### src/rtl/tree_level_port_arbiter.sv
// tree_level_port_arbiter
// Shares BRAM port B between lookup lane 2 and a buffered update/readback
// channel. Updates sit in a small FIFO and issue only on idle lookup cycles.
// If the lane stays busy for MAX_WAIT cycles while an entry waits, lane-2
// injection is stalled upstream until that entry has issued.
module tree_level_port_arbiter #(
    parameter int NODE_WIDTH = 40,
    parameter int NODE_ADDR  = 9,
    parameter int FIFO_AW    = 2,
    parameter int MAX_WAIT   = 16,
    parameter int RD_LAT     = 2
) (
    input  logic                  clk,
    input  logic                  RSTn,
    input  logic                  upd_valid,
    output logic                  upd_ready,
    input  logic                  upd_rd,
    input  logic [NODE_ADDR-1:0]  upd_addr,
    input  logic [NODE_WIDTH-1:0] upd_data,
    output logic [FIFO_AW:0]      upd_pending,
    output logic                  rd_valid,
    output logic [NODE_WIDTH-1:0] rd_data,
    input  logic                  lk_valid2,
    input  logic [NODE_ADDR-1:0]  lk_addr2,
    output logic                  stall2,
    output logic [NODE_ADDR-1:0]  bram_addrb,
    output logic                  bram_web,
    output logic [NODE_WIDTH-1:0] bram_dinb,
    input  logic [NODE_WIDTH-1:0] bram_doutb
);

    localparam int DEPTH  = 1 << FIFO_AW;
    localparam int WAIT_W = $clog2(MAX_WAIT + 1);

    localparam logic [FIFO_AW:0]  FULL_CNT  = (FIFO_AW + 1)'(DEPTH);
    localparam logic [FIFO_AW:0]  CNT_ONE   = (FIFO_AW + 1)'(1);
    localparam logic [FIFO_AW-1:0] PTR_ONE  = FIFO_AW'(1);
    localparam logic [WAIT_W-1:0] WAIT_LAST = WAIT_W'(MAX_WAIT - 1);
    localparam logic [WAIT_W-1:0] WAIT_ONE  = WAIT_W'(1);

    localparam logic [1:0] ST_IDLE  = 2'd0;
    localparam logic [1:0] ST_ARB   = 2'd1;
    localparam logic [1:0] ST_STALL = 2'd2;

    logic [NODE_ADDR-1:0]  fifo_addr [DEPTH];
    logic                  fifo_rd   [DEPTH];
    logic [NODE_WIDTH-1:0] fifo_data [DEPTH];

    logic [FIFO_AW-1:0] wr_ptr;
    logic [FIFO_AW-1:0] rd_ptr;
    logic [FIFO_AW:0]   count;
    logic [FIFO_AW:0]   cnt_next;
    logic [1:0]         state;
    logic [WAIT_W-1:0]  wait_cnt;
    logic [RD_LAT-1:0]  rd_pipe;
    logic [RD_LAT:0]    rd_shift;

    logic empty;
    logic full;
    logic push;
    logic grant;
    logic issue_rd;

    assign empty    = (count == '0);
    assign full     = (count == FULL_CNT);
    assign push     = upd_valid & ~full;
    assign grant    = ~empty & ~lk_valid2;
    assign issue_rd = grant & fifo_rd[rd_ptr];
    assign rd_shift = {rd_pipe, issue_rd};

    assign upd_ready   = ~full;
    assign upd_pending = count;

    // Occupancy after this edge's push/pop.
    always_comb begin
        cnt_next = count;
        if (push && !grant)
            cnt_next = count + CNT_ONE;
        else if (grant && !push)
            cnt_next = count - CNT_ONE;
    end

    // Port B mux: head entry on idle lane cycles, lookup address otherwise.
    always_comb begin
        bram_addrb = lk_addr2;
        bram_web   = 1'b0;
        bram_dinb  = '0;
        if (grant) begin
            bram_addrb = fifo_addr[rd_ptr];
            bram_web   = ~fifo_rd[rd_ptr];
            bram_dinb  = fifo_data[rd_ptr];
        end
    end

    // FIFO storage, written on accepted pushes.
    always_ff @(posedge clk) begin
        if (push) begin
            fifo_addr[wr_ptr] <= upd_addr;
            fifo_rd[wr_ptr]   <= upd_rd;
            fifo_data[wr_ptr] <= upd_data;
        end
    end

    // FIFO pointers and occupancy.
    always_ff @(posedge clk or negedge RSTn) begin
        if (!RSTn) begin
            wr_ptr <= '0;
            rd_ptr <= '0;
            count  <= '0;
        end else begin
            if (push)
                wr_ptr <= wr_ptr + PTR_ONE;
            if (grant)
                rd_ptr <= rd_ptr + PTR_ONE;
            count <= cnt_next;
        end
    end

    // Starvation FSM: counts busy cycles for the head entry, stalls the lane at MAX_WAIT.
    always_ff @(posedge clk or negedge RSTn) begin
        if (!RSTn) begin
            state    <= ST_IDLE;
            wait_cnt <= '0;
            stall2   <= 1'b0;
        end else begin
            case (state)
                ST_IDLE: begin
                    if (push)
                        state <= ST_ARB;
                end
                ST_ARB: begin
                    if (grant) begin
                        wait_cnt <= '0;
                        state    <= (cnt_next == '0) ? ST_IDLE : ST_ARB;
                    end else if (wait_cnt == WAIT_LAST) begin
                        state  <= ST_STALL;
                        stall2 <= 1'b1;
                    end else begin
                        wait_cnt <= wait_cnt + WAIT_ONE;
                    end
                end
                ST_STALL: begin
                    if (grant) begin
                        stall2   <= 1'b0;
                        wait_cnt <= '0;
                        state    <= (cnt_next == '0) ? ST_IDLE : ST_ARB;
                    end
                end
                default: begin
                    state    <= ST_IDLE;
                    wait_cnt <= '0;
                    stall2   <= 1'b0;
                end
            endcase
        end
    end

    // Readback pipe: the tap RD_LAT cycles after issue captures bram_doutb.
    always_ff @(posedge clk or negedge RSTn) begin
        if (!RSTn) begin
            rd_pipe  <= '0;
            rd_valid <= 1'b0;
            rd_data  <= '0;
        end else begin
            rd_pipe  <= rd_shift[RD_LAT-1:0];
            rd_valid <= rd_shift[RD_LAT];
            if (rd_shift[RD_LAT])
                rd_data <= bram_doutb;
        end
    end

endmodule

### config.mk
export PLATFORM = sky130hd
export DESIGN_NAME = tree_level_port_arbiter
export DESIGN_NICKNAME = d
export VERILOG_FILES = /design/src/rtl/tree_level_port_arbiter.sv
export SDC_FILE = /design/constraint.sdc
export NUM_CORES = 1
export LEC_CHECK = 0
export BUFFER_PORTS_ARGS = -buffer_cell sky130_fd_sc_hd__buf_2
export CAP_MARGIN = 40
export CELL_PAD_IN_SITES_DETAIL_PLACEMENT = 0
export CELL_PAD_IN_SITES_GLOBAL_PLACEMENT = 1
export CORE_MARGIN = 2
export CORE_UTILIZATION = 30
export DETAILED_ROUTE_END_ITERATION = 10
export GPL_TIMING_DRIVEN = 0
export PLACE_DENSITY_LB_ADDON = 0.1
export SLEW_MARGIN = 30
export SYNTH_ARGS = -nofsm -noshare
export SYNTH_HDL_FRONTEND = slang
export SYNTH_SLANG_ARGS = --single-unit
### constraint.sdc
create_clock -name clk -period 7.12 [get_ports clk]
set_input_delay 1.424 -clock clk [delete_from_list [all_inputs] [get_ports clk]]
set_output_delay 1.424 -clock clk [all_outputs]
set_load 0.05 [all_outputs]
==> impl_metrics.ini <==
[grt]
grt_max_degree = 59
antenna_found_initial = 4
grt_pass1_wl_mm = 34.1
gr-total-overflow = 0
grt_pass1_vias = 5941
gr-usage-all-layers_pct = 12.5

[critical_path]
required_ns = 5.70
critPathKind = input pin to output pin
rr_worst_depth = 8
cp-startpoint = lk_valid2
cp_max_fo = 10
cp.arrival_ns = 3.25
crit_path_end_kind = output pin
worstSetupStartpointType = input pin
reg2reg_from = upd_pending[1]

[route]
ant_nets = 0
dr.pass1.iters = 4
routed_wl_mm = 22.2
wl_per_cell_um = 17.9
first_iter_violations = 227
drcViolationCount = 0
via_count = 5502
vias_per_cell = 4.44

[floorplanning]
die_area_mm2 = 0.0353
start_util_pct = 30.4
core_area_mm2 = 0.0334
rows = 67
ios = 199
die_w_um = 188
die_h_um = 188

[timing]
clock_skew_ns = 0.0205
hold_violations = 0
min_period_ns = 4.67
fmax_ghz = 0.214
min_period_over_period_pct = 65.6
rsz0062_at_grt = false
slew_viol_final = 0
worst_slew_pin_slew_ns = 0.737
slew_headroom_pct = 50.8
setup_violations = 0
finalSetupTns_ns = 0

[clock_network]
path_clk_slew_ns = 0.05
cts-root-buf = clkbuf_16
cts-buffers-inserted = 29
cts_buffer_depth = 3
tritoncts = yes
cts-resized-gates = 0
postCtsSetupRepairBufs = 0
clock_latency_ns = 0.56
htree_levels = 1
ctsHoldBuffers = 0
clock-sinks = 258

[synth]
synth-edff-count = 200
synth.area.top_cells = edfxtp_1, dfrtp_1, mux4_2
synth_area_leader_cell = edfxtp_1
yosys_register_bits = 258
synth.avg_cell_area_um2 = 19.0
syn_nets = 646
syn_area_mm2 = 0.0102
synth_cell_types = 42
synthArstFlopShare_pct = 22.5
synth_top_area_share_pct = 59.1
synthFlopType = edfxtp_1
synthCells = 534
ys_warn_count = 0
ys_seq_area_share_pct = 73.4

[min_path]
holdPathStages = 0
hold_class = register to register
hp-start = rd_pipe[0]

[power_and_ir_drop]
ir_worst_vdd_uv = 220
power_leakage_nw = 4.88
p_per_area_mw_per_mm2 = 467

[placement]
dp_hpwl_mm = 14.6
gp_congestion = 0.718
port_buffers = 198

[cells_and_area]
utilization_pct = 38.1
syn2layout_area_growth_pct = 25.6
final_net_count = 880
drive_gt1_share_pct = 39.7

[flow_run]
maxCapViolations = 0

[status]
status = complete, no violations
-- worst paths after layout --
kind	endpoint	slack [ns]
max	bram_addrb[8]	2.45
min	rd_pipe[1]	0.35
max reg2reg	state[0]	4.74
min reg2reg	rd_pipe[1]	0.35
max in group asynchronous	upd_pending[0]	5.89
min in group asynchronous	rd_data[2]	0.75
-- power by group --
part           total (W)  switching, W  internal [W]
Sequential       0.00215      0.000119       0.00204
Clock            0.00142      0.000571      0.000845
Combinational    0.00238       0.00162      0.000767
-- logic make-up after synthesis --
family	count (synthesis)	synth area share [%]
simple gates	107	5.67
flops	258	73.4
compound gates	23	1.50
fa+ha+maj	10	1.22
buf+inv	37	1.81
xor+xnor	6	0.517
mux	93	15.9
-- cell usage in the layout (no fill, tap or decap), types with 3 or more instances in the layout --
cell	netlist	routed
o21ai_0	3	3
buf_6	3	3
a21oi_1	5	5
mux2_1	41	41
edfxtp_1	200	200
nand2_1	35	35
buf_2	6	203
o21ai_1	3	3
clkbuf_1	14	25
inv_1	7	7
buf_1	5	5
ha_1	9	9
and3_4	1	5
clkinv_2	0	6
and2_1	41	41
mux4_2	50	50
nor2_1	9	9
dfrtp_1	58	58
buf_12	0	4
a21o_1	4	4
xnor2_1	6	6
clkbuf_16	0	29
-- state kept, by name, summed over array words and instances, names as in the netlist --
| signal | flops |
|---|---|
| rd_ptr | 2 |
| wr_ptr | 2 |
| stall2 | 1 |
| fifo_data | 160 |
| rd_pipe | 2 |
| state | 2 |
| fifo_rd | 4 |
| rd_data | 40 |
| rd_valid | 1 |
| upd_pending | 3 |
| fifo_addr | 36 |
| wait_cnt | 5 |
-- worst max-delay path, cell delays in order --
cell and delay (ns):
buf_2 0.11, buf_6 0.13, a21oi_1 0.25, buf_2 0.33, buf_1 0.47, nand2_1 0.17, nand2_1 0.09, buf_2 0.26
-- synthesized netlist by cell type (2+ instances only) --
cell type	number
edfxtp_1	200
dfrtp_1	58
mux4_2	50
and2_1	41
mux2_1	41
nand2_1	35
clkbuf_1	14
ha_1	9
nor2_1	9
inv_1	7
and3_1	6
buf_2	6
xnor2_1	6
a21oi_1	5
buf_1	5
a21o_1	4
buf_6	3
o21ai_0	3
o21ai_1	3
mux2_2	2
nand2b_1	2
nand3b_1	2
nor2b_1	2
nor3_1	2
o32a_1	2
-- final cells by class --
type / count / area [um^2]
clock buffer: 42 / 795
fill: 3177 / 20700
multi-input combinational: 239 / 2530
inverter: 7 / 26.3
timing repair buffer: 203 / 1100
sequential: 258 / 7460
buffer: 30 / 158
antenna: 2 / 5.00
tap: 448 / 561
clock inverter: 11 / 118
-- metrics by stage --
step	hold WS (ns)	worst slack [ns]	cell area [um^2]	instances	total power [W]
after floorplan	0.331	3.03	10200	534	0.00396
after global placement	0.338	2.34	11700	1180	0.00457
after detailed placement	0.338	2.34	11800	1184	0.00463
after CTS	0.351	2.33	12700	1237	0.00607
after global routing	0.368	2.25	12700	1238	0.00628
final	0.349	2.45	12800	1240	0.00595
-- layer usage --
metal  wire length, um  global-route usage (%)
met5                14                       0
met4               489                    3.36
met3              1430                    3.57
met2             10700                    21.1
met1              9620                    15.9
No activity file was read; power rests on OpenSTA's default activity.
